==> config.mk <==
export PLATFORM = sky130hd
export DESIGN_NAME = key_search_scheduler
export DESIGN_NICKNAME = d
export VERILOG_FILES = /design/src/rtl/key_search_scheduler.sv
export SDC_FILE = /design/constraint.sdc
export NUM_CORES = 1
export LEC_CHECK = 0
export BUFFER_PORTS_ARGS = -buffer_cell sky130_fd_sc_hd__buf_4
export CAP_MARGIN = 20
export CORE_UTILIZATION = 45
export DETAILED_ROUTE_END_ITERATION = 16
export GPL_TIMING_DRIVEN = 1
export PLACE_DENSITY = 0.67
export REMOVE_ABC_BUFFERS = 1
export SLEW_MARGIN = 25
export SYNTH_ARGS = -nofsm -noshare
export SYNTH_HDL_FRONTEND = slang
export SYNTH_SLANG_ARGS = --single-unit
==> constraint.sdc <==
create_clock -name CLOCK_50 -period 6.5 [get_ports CLOCK_50]
set_input_delay 0 -clock CLOCK_50 [delete_from_list [all_inputs] [get_ports CLOCK_50]]
set_output_delay 0 -clock CLOCK_50 [all_outputs]
set_load 0.005 [all_outputs]
==> src/rtl/key_search_scheduler.sv <==
// key_search_scheduler: hands ascending RC4 candidate keys to NUM_CORES crack cores,
// counts results and aborts every core on the first key that decodes cleanly.
package key_search_scheduler_pkg;
  typedef struct packed {
    logic launch;
    logic kill;
    logic abort;
  } slot_req_t;
endpackage

module key_search_slot
  import key_search_scheduler_pkg::*;
#(
  parameter int KEY_W = 24
) (
  input  logic             clk,
  input  logic             rst,
  input  slot_req_t        req,
  input  logic [KEY_W-1:0] key_in,
  input  logic             done,
  output logic             busy,
  output logic             start,
  output logic             abort,
  output logic [KEY_W-1:0] key
);
  logic             busy_q, busy_d;
  logic             start_q, start_d;
  logic             abort_q, abort_d;
  logic [KEY_W-1:0] key_q, key_d;

  // launch wins over kill so a restart can clear every slot and refill slot 0 on one edge
  always_comb begin
    busy_d = busy_q & ~done;
    if (req.kill)   busy_d = 1'b0;
    if (req.launch) busy_d = 1'b1;
    key_d   = req.launch ? key_in : key_q;
    start_d = req.launch;
    abort_d = req.abort;
  end

  always_ff @(posedge clk or posedge rst) begin
    if (rst) begin
      busy_q  <= 1'b0;
      start_q <= 1'b0;
      abort_q <= 1'b0;
      key_q   <= '0;
    end else begin
      busy_q  <= busy_d;
      start_q <= start_d;
      abort_q <= abort_d;
      key_q   <= key_d;
    end
  end

  assign busy  = busy_q;
  assign start = start_q;
  assign abort = abort_q;
  assign key   = key_q;
endmodule

module key_search_scheduler
  import key_search_scheduler_pkg::*;
#(
  parameter int               NUM_CORES = 4,
  parameter int               KEY_W     = 24,
  parameter logic [KEY_W-1:0] KEY_LO    = '0,
  parameter logic [KEY_W-1:0] KEY_HI    = KEY_W'(24'h3FFFFF)
) (
  input  logic                     CLOCK_50,
  input  logic                     reset,
  input  logic                     start,
  output logic [NUM_CORES-1:0]     core_start,
  output logic [NUM_CORES*KEY_W-1:0] core_key,
  output logic [NUM_CORES-1:0]     core_abort,
  input  logic [NUM_CORES-1:0]     core_done,
  input  logic [NUM_CORES-1:0]     core_found,
  output logic                     busy,
  output logic                     found,
  output logic                     exhausted,
  output logic [KEY_W-1:0]         found_key,
  output logic [KEY_W:0]           keys_done
);
  typedef enum logic [1:0] {S_IDLE, S_RUN, S_FOUND, S_FAIL} state_e;

  // one spare bit on next_key lets KEY_HI = all-ones finish without wrapping
  localparam logic [KEY_W:0] LO_X  = {1'b0, KEY_LO};
  localparam logic [KEY_W:0] HI_X  = {1'b0, KEY_HI};
  localparam logic [KEY_W:0] ONE_X = (KEY_W+1)'(1);

  state_e           state_q, state_d;
  logic [KEY_W:0]   next_key_q, next_key_d;
  logic [KEY_W:0]   keys_done_q, keys_done_d;
  logic [KEY_W-1:0] found_key_q, found_key_d;

  logic [NUM_CORES-1:0]            busy_v, done_v, found_v, launch_v, abort_v;
  logic [NUM_CORES-1:0]            start_v, abort_q_v, pick;
  logic [NUM_CORES-1:0][KEY_W-1:0] key_v;
  slot_req_t [NUM_CORES-1:0]       req_v;
  logic                            restart, hit, keys_left, dispatch;
  logic [KEY_W-1:0]                win_key, launch_key;
  logic [KEY_W:0]                  done_cnt;

  always_comb begin
    done_v    = core_done & busy_v;
    found_v   = done_v & core_found;
    hit       = (state_q == S_RUN) && (|found_v);
    restart   = start && (state_q != S_RUN);
    keys_left = next_key_q <= HI_X;
    pick      = '0;
    win_key   = '0;
    done_cnt  = '0;
    // descending scan so the lowest index is the one left standing
    for (int c = NUM_CORES-1; c >= 0; c--) begin
      if (!busy_v[c]) begin
        pick    = '0;
        pick[c] = 1'b1;
      end
      if (found_v[c]) win_key = key_v[c];
      done_cnt = done_cnt + (KEY_W+1)'(done_v[c]);
    end
    dispatch   = (state_q == S_RUN) && !hit && keys_left && (|pick);
    launch_v   = '0;
    launch_key = next_key_q[KEY_W-1:0];
    if (restart) begin
      launch_v[0] = 1'b1;
      launch_key  = KEY_LO;
    end else if (dispatch) begin
      launch_v = pick;
    end
    abort_v = hit ? (busy_v & ~core_done) : '0;

    state_d     = state_q;
    next_key_d  = next_key_q;
    keys_done_d = keys_done_q;
    found_key_d = found_key_q;
    case (state_q)
      S_RUN: begin
        keys_done_d = keys_done_q + done_cnt;
        if (hit) begin
          state_d     = S_FOUND;
          found_key_d = win_key;
        end else begin
          if (dispatch) next_key_d = next_key_q + ONE_X;
          if (!keys_left && (busy_v == '0)) state_d = S_FAIL;
        end
      end
      default: begin
        if (restart) begin
          state_d     = S_RUN;
          next_key_d  = LO_X + ONE_X;
          keys_done_d = '0;
          found_key_d = '0;
        end
      end
    endcase
  end

  always_ff @(posedge CLOCK_50 or posedge reset) begin
    if (reset) begin
      state_q     <= S_IDLE;
      next_key_q  <= LO_X;
      keys_done_q <= '0;
      found_key_q <= '0;
    end else begin
      state_q     <= state_d;
      next_key_q  <= next_key_d;
      keys_done_q <= keys_done_d;
      found_key_q <= found_key_d;
    end
  end

  for (genvar c = 0; c < NUM_CORES; c++) begin : g_slot
    assign req_v[c] = {launch_v[c], hit | restart, abort_v[c]};
    key_search_slot #(.KEY_W(KEY_W)) u_slot (
      .clk    (CLOCK_50),
      .rst    (reset),
      .req    (req_v[c]),
      .key_in (launch_key),
      .done   (core_done[c]),
      .busy   (busy_v[c]),
      .start  (start_v[c]),
      .abort  (abort_q_v[c]),
      .key    (key_v[c])
    );
  end

  assign core_start = start_v;
  assign core_abort = abort_q_v;
  assign core_key   = key_v;
  assign busy       = state_q == S_RUN;
  assign found      = state_q == S_FOUND;
  assign exhausted  = state_q == S_FAIL;
  assign found_key  = found_key_q;
  assign keys_done  = keys_done_q;
endmodule

After elaboration in Yosys (flattened, before gate mapping)
Cells that the tools add are included.
- ROM bits: 0
- bits in registers: 184
- bits in writable memories: 0
- memories: 0
- logic and storage cells: 96
- bits in latches: 0
- output and inout bits: 156
- input port bits: 11
- $add $sub $neg: 5
- bitwise operators: 13
- eq/ne operators: 8
- $lt $le $gt $ge: 1
- reduce and logical (&&, ||, !) cells: 15
- mux-type cells: 34
- $mul: 0
- shifts and indexed selects: 0
- divide/modulo/power cells: 0
- operator list (kind ; count):
    $mux 24 ; 8
    $mux 25 ; 6
    $add 25x1->25 const B ; 1
    $add 25x4->25 ; 1
    $le 25x22->1 const B ; 1
    $mux 4 ; 6
    $and 4x4->4 ; 3
    $mux 1 ; 9
    $mux 2 ; 4
    $reduce_or 4->1 ; 2
    $logic_and 1x1->1 ; 6
    $ne 2x1->1 const B ; 3
    $add 3x1->4 ; 1
    $and 1x1->1 ; 4
    $eq 2x2->1 const B ; 2
    $logic_not 4->1 ; 1
    $not 1->1 ; 4
    $not 4->4 ; 1
    $reduce_and 2->1 ; 2
    $add 2x1->3 ; 1
    $mux 3 ; 1
    $ne 3x1->1 const B ; 1
    $reduce_and 3->1 ; 1
    $add 1x1->2 ; 1
    other kinds (5) ; 6

Depth between registers and ports, before layout
- word-level depth: 11
- mapped depth: 11
- depth with buffers taken out: 10

Cells and area by module
A second synthesis with hierarchy kept.
- cell total of the unflattened synthesis: 760
- area total of the unflattened synthesis: 8818.5 sq um
- modules (own cells, without submodules) (module ; cells each ; area an instance (sq um) ; instances ; sequential area each (sq um)):
    key_search_scheduler ; 532 ; 4484.3 ; 1 ; 1901.8
    key_search_slot ; 57 ; 1083.5 ; 4 ; 675.6

Worst setup path after synthesis
No wires, ideal clock.
- path kind: register to register
- start: register g_slot[2].u_slot.busy_q
- end: register keys_done_q[20] (netlist: keys_done[20])
- buffers on the path: 1
- setup time: 131 ps
- clock period less this slack: 3077 ps
- stages on the path, launching flop included: 12
- slack: 3423 ps
- arrival: 2947 ps
- data required time: 6369 ps
- cells stage by stage: dfrtp_1 -> buf_2 -> nand2_1 -> fa_1 -> fa_1 -> inv_1 -> fa_1 -> nand4b_1 -> nor4_1 -> nand3_1 -> o211ai_1 -> o31ai_1
- cells in the longest elaborated chain, start to end: 6
- ends and longest elaborated chain (item ; RTL line ; RTL):
    from (decl) ; 26 ; logic busy_q, busy_d;
    from (signal assigned) ; 48 ; busy_q <= busy_d;
    $and 4x4->4 ; 104 ; done_v = core_done & busy_v;
    $add 1x1->2 ; 119 ; done_cnt = done_cnt + (KEY_W+1)'(done_v[c]);
    $add 2x1->3 ; 119 ;
    $add 3x1->4 ; 119 ;
    $add 25x4->25 ; 138 ; keys_done_d = keys_done_q + done_cnt;
    $mux 25 ; 136 ; case (state_q)
    to (signal assigned) ; 167 ; keys_done_q <= keys_done_d;
    to (decl) ; 92 ; logic [KEY_W:0] keys_done_q, keys_done_d;
Every way passes these cells.
A chain may end at the register's enable or synchronous reset.

Worst setup path in the final report
- start: register g_slot[0].u_slot.busy_q
- end: register keys_done_q[22] (netlist: keys_done[22])
- cells in the longest elaborated chain, start to end: 4
- ends and longest elaborated chain (item ; RTL line):
    from (decl) ; 26
    from (signal assigned) ; 48
    $and 4x4->4 ; 104
    $add 3x1->4 ; 119
    $add 25x4->25 ; 138
    $mux 25 ; 136
Every way passes these cells.

==> flow_metrics.tcl <==
set metrics [dict create \
    yosys-top-cells-area "dfrtp_1 51%, mux2_4 5.5%, nand2_1 4.4%, o21ai_0 4.3%, nand3_1 3.9%" \
    clock_sinks 184 \
    critPathRequiredTime_ps 6800 \
    routabilityCongestion 0.9036 \
    rows 51 \
    maxSlewHeadroom_pct 30.98 \
    routed_wl_um 24400 \
    ys_ff_latch 184 \
    drive_gt1_share_pct 27.79 \
    crit_path_start "g_slot[0].u_slot.busy$_DFF_PP0_" \
    hold_class "primary input to flip-flop" \
    drc 0 \
    setup_viol 0 \
    syn_area_um2 9061 \
    drv_cap 0 \
    core_area_um2 19590 \
    p_leak_uw 0.005396 \
    start_util_pct 46.25 \
    status "finished, final reports clean" \
    yosys_warnings 0 \
    path_class "flip-flop to flip-flop" \
    die_area_um2 20710 \
    r2r_start "g_slot[0].u_slot.busy$_DFF_PP0_" \
    instances_no_fill 1276 \
    dieHeight_um 143.9 \
    insertedDiodeCount 0 \
    grt_pass1_vias 6912 \
    ys_types 57 \
    synth-async-reset-ratio_pct 100.0 \
    synth_top_area_share_pct 50.81 \
    ioPinCount 167 \
    final.period_utilization_pct 57.14 \
    numCtsBuffers 17 \
    dp_cells 1237 \
    final_nets 1014 \
    multiInputGateArea_um2 4063 \
    clk_pin_slew_ps 60 \
    antenna_found_initial 0 \
    synth.avg_cell_area_um2 10.32 \
    worstSetupStartpointType "flip-flop" \
    synth_top_area_cell "dfrtp_1" \
    synth_cells 878 \
    vias 7281 \
    vdd_drop_max_mv 0.2003 \
    htreeDepth 4 \
    syn2layout_area_growth_pct 21.84 \
    fmax_mhz 269.3 \
    hp-start "core_found[3]" \
    dp_hpwl_um 15900 \
    grt_pass1_wl_um 38520 \
    dr.first_iter.drc_count 698 \
    die_x_um 143.9 \
    worstMarginPinSlew_ps 1032 \
    endpoint_kind "flip-flop" \
    post-cts-setup-buffers 0 \
    grt_overflow 0 \
    power_density_nw_per_um2 321.3 \
    synth-edff-count 0 \
    rsz0062_at_grt "false" \
    clock_latency_ps 440 \
    finalMaxSlewViolations 0 \
    fin_skew_ps 13.90 \
    port_buffers 166 \
    grt_max_degree 112 \
    register_area_um2 4604 \
    critPathMaxFanout 8 \
    vias_per_cell 5.706 \
    cts_root_buffer "clkbuf_16" \
    layout_min_cycle_time_ps 3714 \
    worstPathArrival_ps 4020 \
    drtAntennaViolNets 0 \
    cts_tree "yes" \
    synthFlopType "dfrtp_1" \
    track_usage_pct 24.35 \
    fill_cells 1722 \
    post_drt_wl_per_cell_um 19.12 \
    setup_tns_ps 0 \
    firstDrtPassIters 5 \
    hold_viol 0 \
    clockBufferDepth 2 \
    synth-seq-area-share_pct 50.81 \
]
flip-flops by register name, indices dropped and copies added (netlist names):
| name | flops |
|---|---|
| state_q | 2 |
| found_key | 24 |
| g_slot.u_slot.abort | 4 |
| keys_done | 25 |
| g_slot.u_slot.start | 4 |
| next_key_q | 25 |
| g_slot.u_slot.busy | 4 |
| g_slot.u_slot.key | 96 |
worst paths after layout:
| check | end | slack (ps) | depth (start not counted) |
|---|---|---|---|
| setup / recovery | keys_done[22]$_DFFE_PP0P_ | 2790 | 10 |
| hold / removal | next_key_q[4]$_DFFE_PP0P_ | 240 | 5 |
| setup reg to reg | keys_done[22]$_DFFE_PP0P_ | 2790 | 10 |
| hold reg to reg | next_key_q[24]$_DFFE_PP0P_ | 490 | 1 |
| max in group asynchronous | g_slot[1].u_slot.key[9]$_DFFE_PP0P_ | 5030 | 4 |
| min in group asynchronous | found_key[7]$_DFFE_PP0P_ | 280 | 3 |
power by group:
| part | total, uW | internal [uW] | switching [uW] |
|---|---|---|---|
| registers | 1410 | 1270 | 138 |
| logic | 1010 | 384 | 626 |
| clock network | 1130 | 678 | 450 |
what timing repair did:
action                                 CTS  global route
resized for setup                        0             0
endpoints found under the hold margin  122             0
hold buffers                             6             0
placed cells by master (no fill, tap or decap), drive strengths merged, types with 26 or more instances in the layout:
cell type and n:
a21oi 31, a31oi 26, and2 34, buf 172, dfrtp 184, mux2 67
nand2 106, nand3 72, nand4 38, o21ai 78
synth_stat cells (all sizes together), types with 21 or more instances:
master / count
nand2: 106
mux2: 67
nor2: 23
nand3: 72
a21oi: 31
and2: 34
clkbuf: 47
nand4: 38
dfrtp: 184
and3: 21
a31oi: 26
buf: 30
mux2i: 24
o21ai: 78
metrics by stage:
stage          cell area [um2]  total power, uW  hold WS [ps]  utilization (%)  worst slack, ps
2_1_floorplan             8673             1969         117.0                -             1500
3_3_place_gp             10310             2408         214.9            52.65             2654
3_5_place_dp             10320             2424         218.8            52.67             2583
4_1_cts                  11020             3557         212.6            56.23             2598
5_1_grt                  11040             3728         285.5            56.36             2580
6_report                 11040             3548         238.0            56.36             2786
cell families (layout without fill, tap and decap cells):
group	after synthesis	in the layout	share of synthesized area, %
DFF	184	184	50.81
muxes	91	91	12.34
AOI/OAI and AO/OA	165	165	10.62
buffers and inverters	86	219	4.653
adders and majority gates	5	5	0.9389
xor gates and xnor gates	4	4	0.3867
and+or+nand+nor	343	343	20.24
worst max-delay path, stage by stage (launching register included):
cell and delay, ps:
dfrtp_1 480, nand2_1 120, fa_1 480, fa_1 390, inv_1 80, fa_1 250
nand4b_1 270, nor4_1 660, nand3_1 440, o211ai_1 300, o31ai_1 100
cell type report:
type                            count  area share [%]
Inverter                            9          0.3740
Sequential cell                   184           41.70
Multi-Input combinational cell    608           36.80
Tap cell                          265           3.003
Clock buffer                       22           4.295
Clock inverter                     10           1.485
Timing Repair Buffer              178           12.34
layer usage:
metal	vias to the layer above	GRT usage [%]	part of all wire (%)
met3	26	4.299	5.0
li1	3411	-	-
met4	0	7.111	1.2
met5	-	0	0
met2	221	37.73	47
met1	3623	34.70	47
Power figures use the tool's default switching activity.
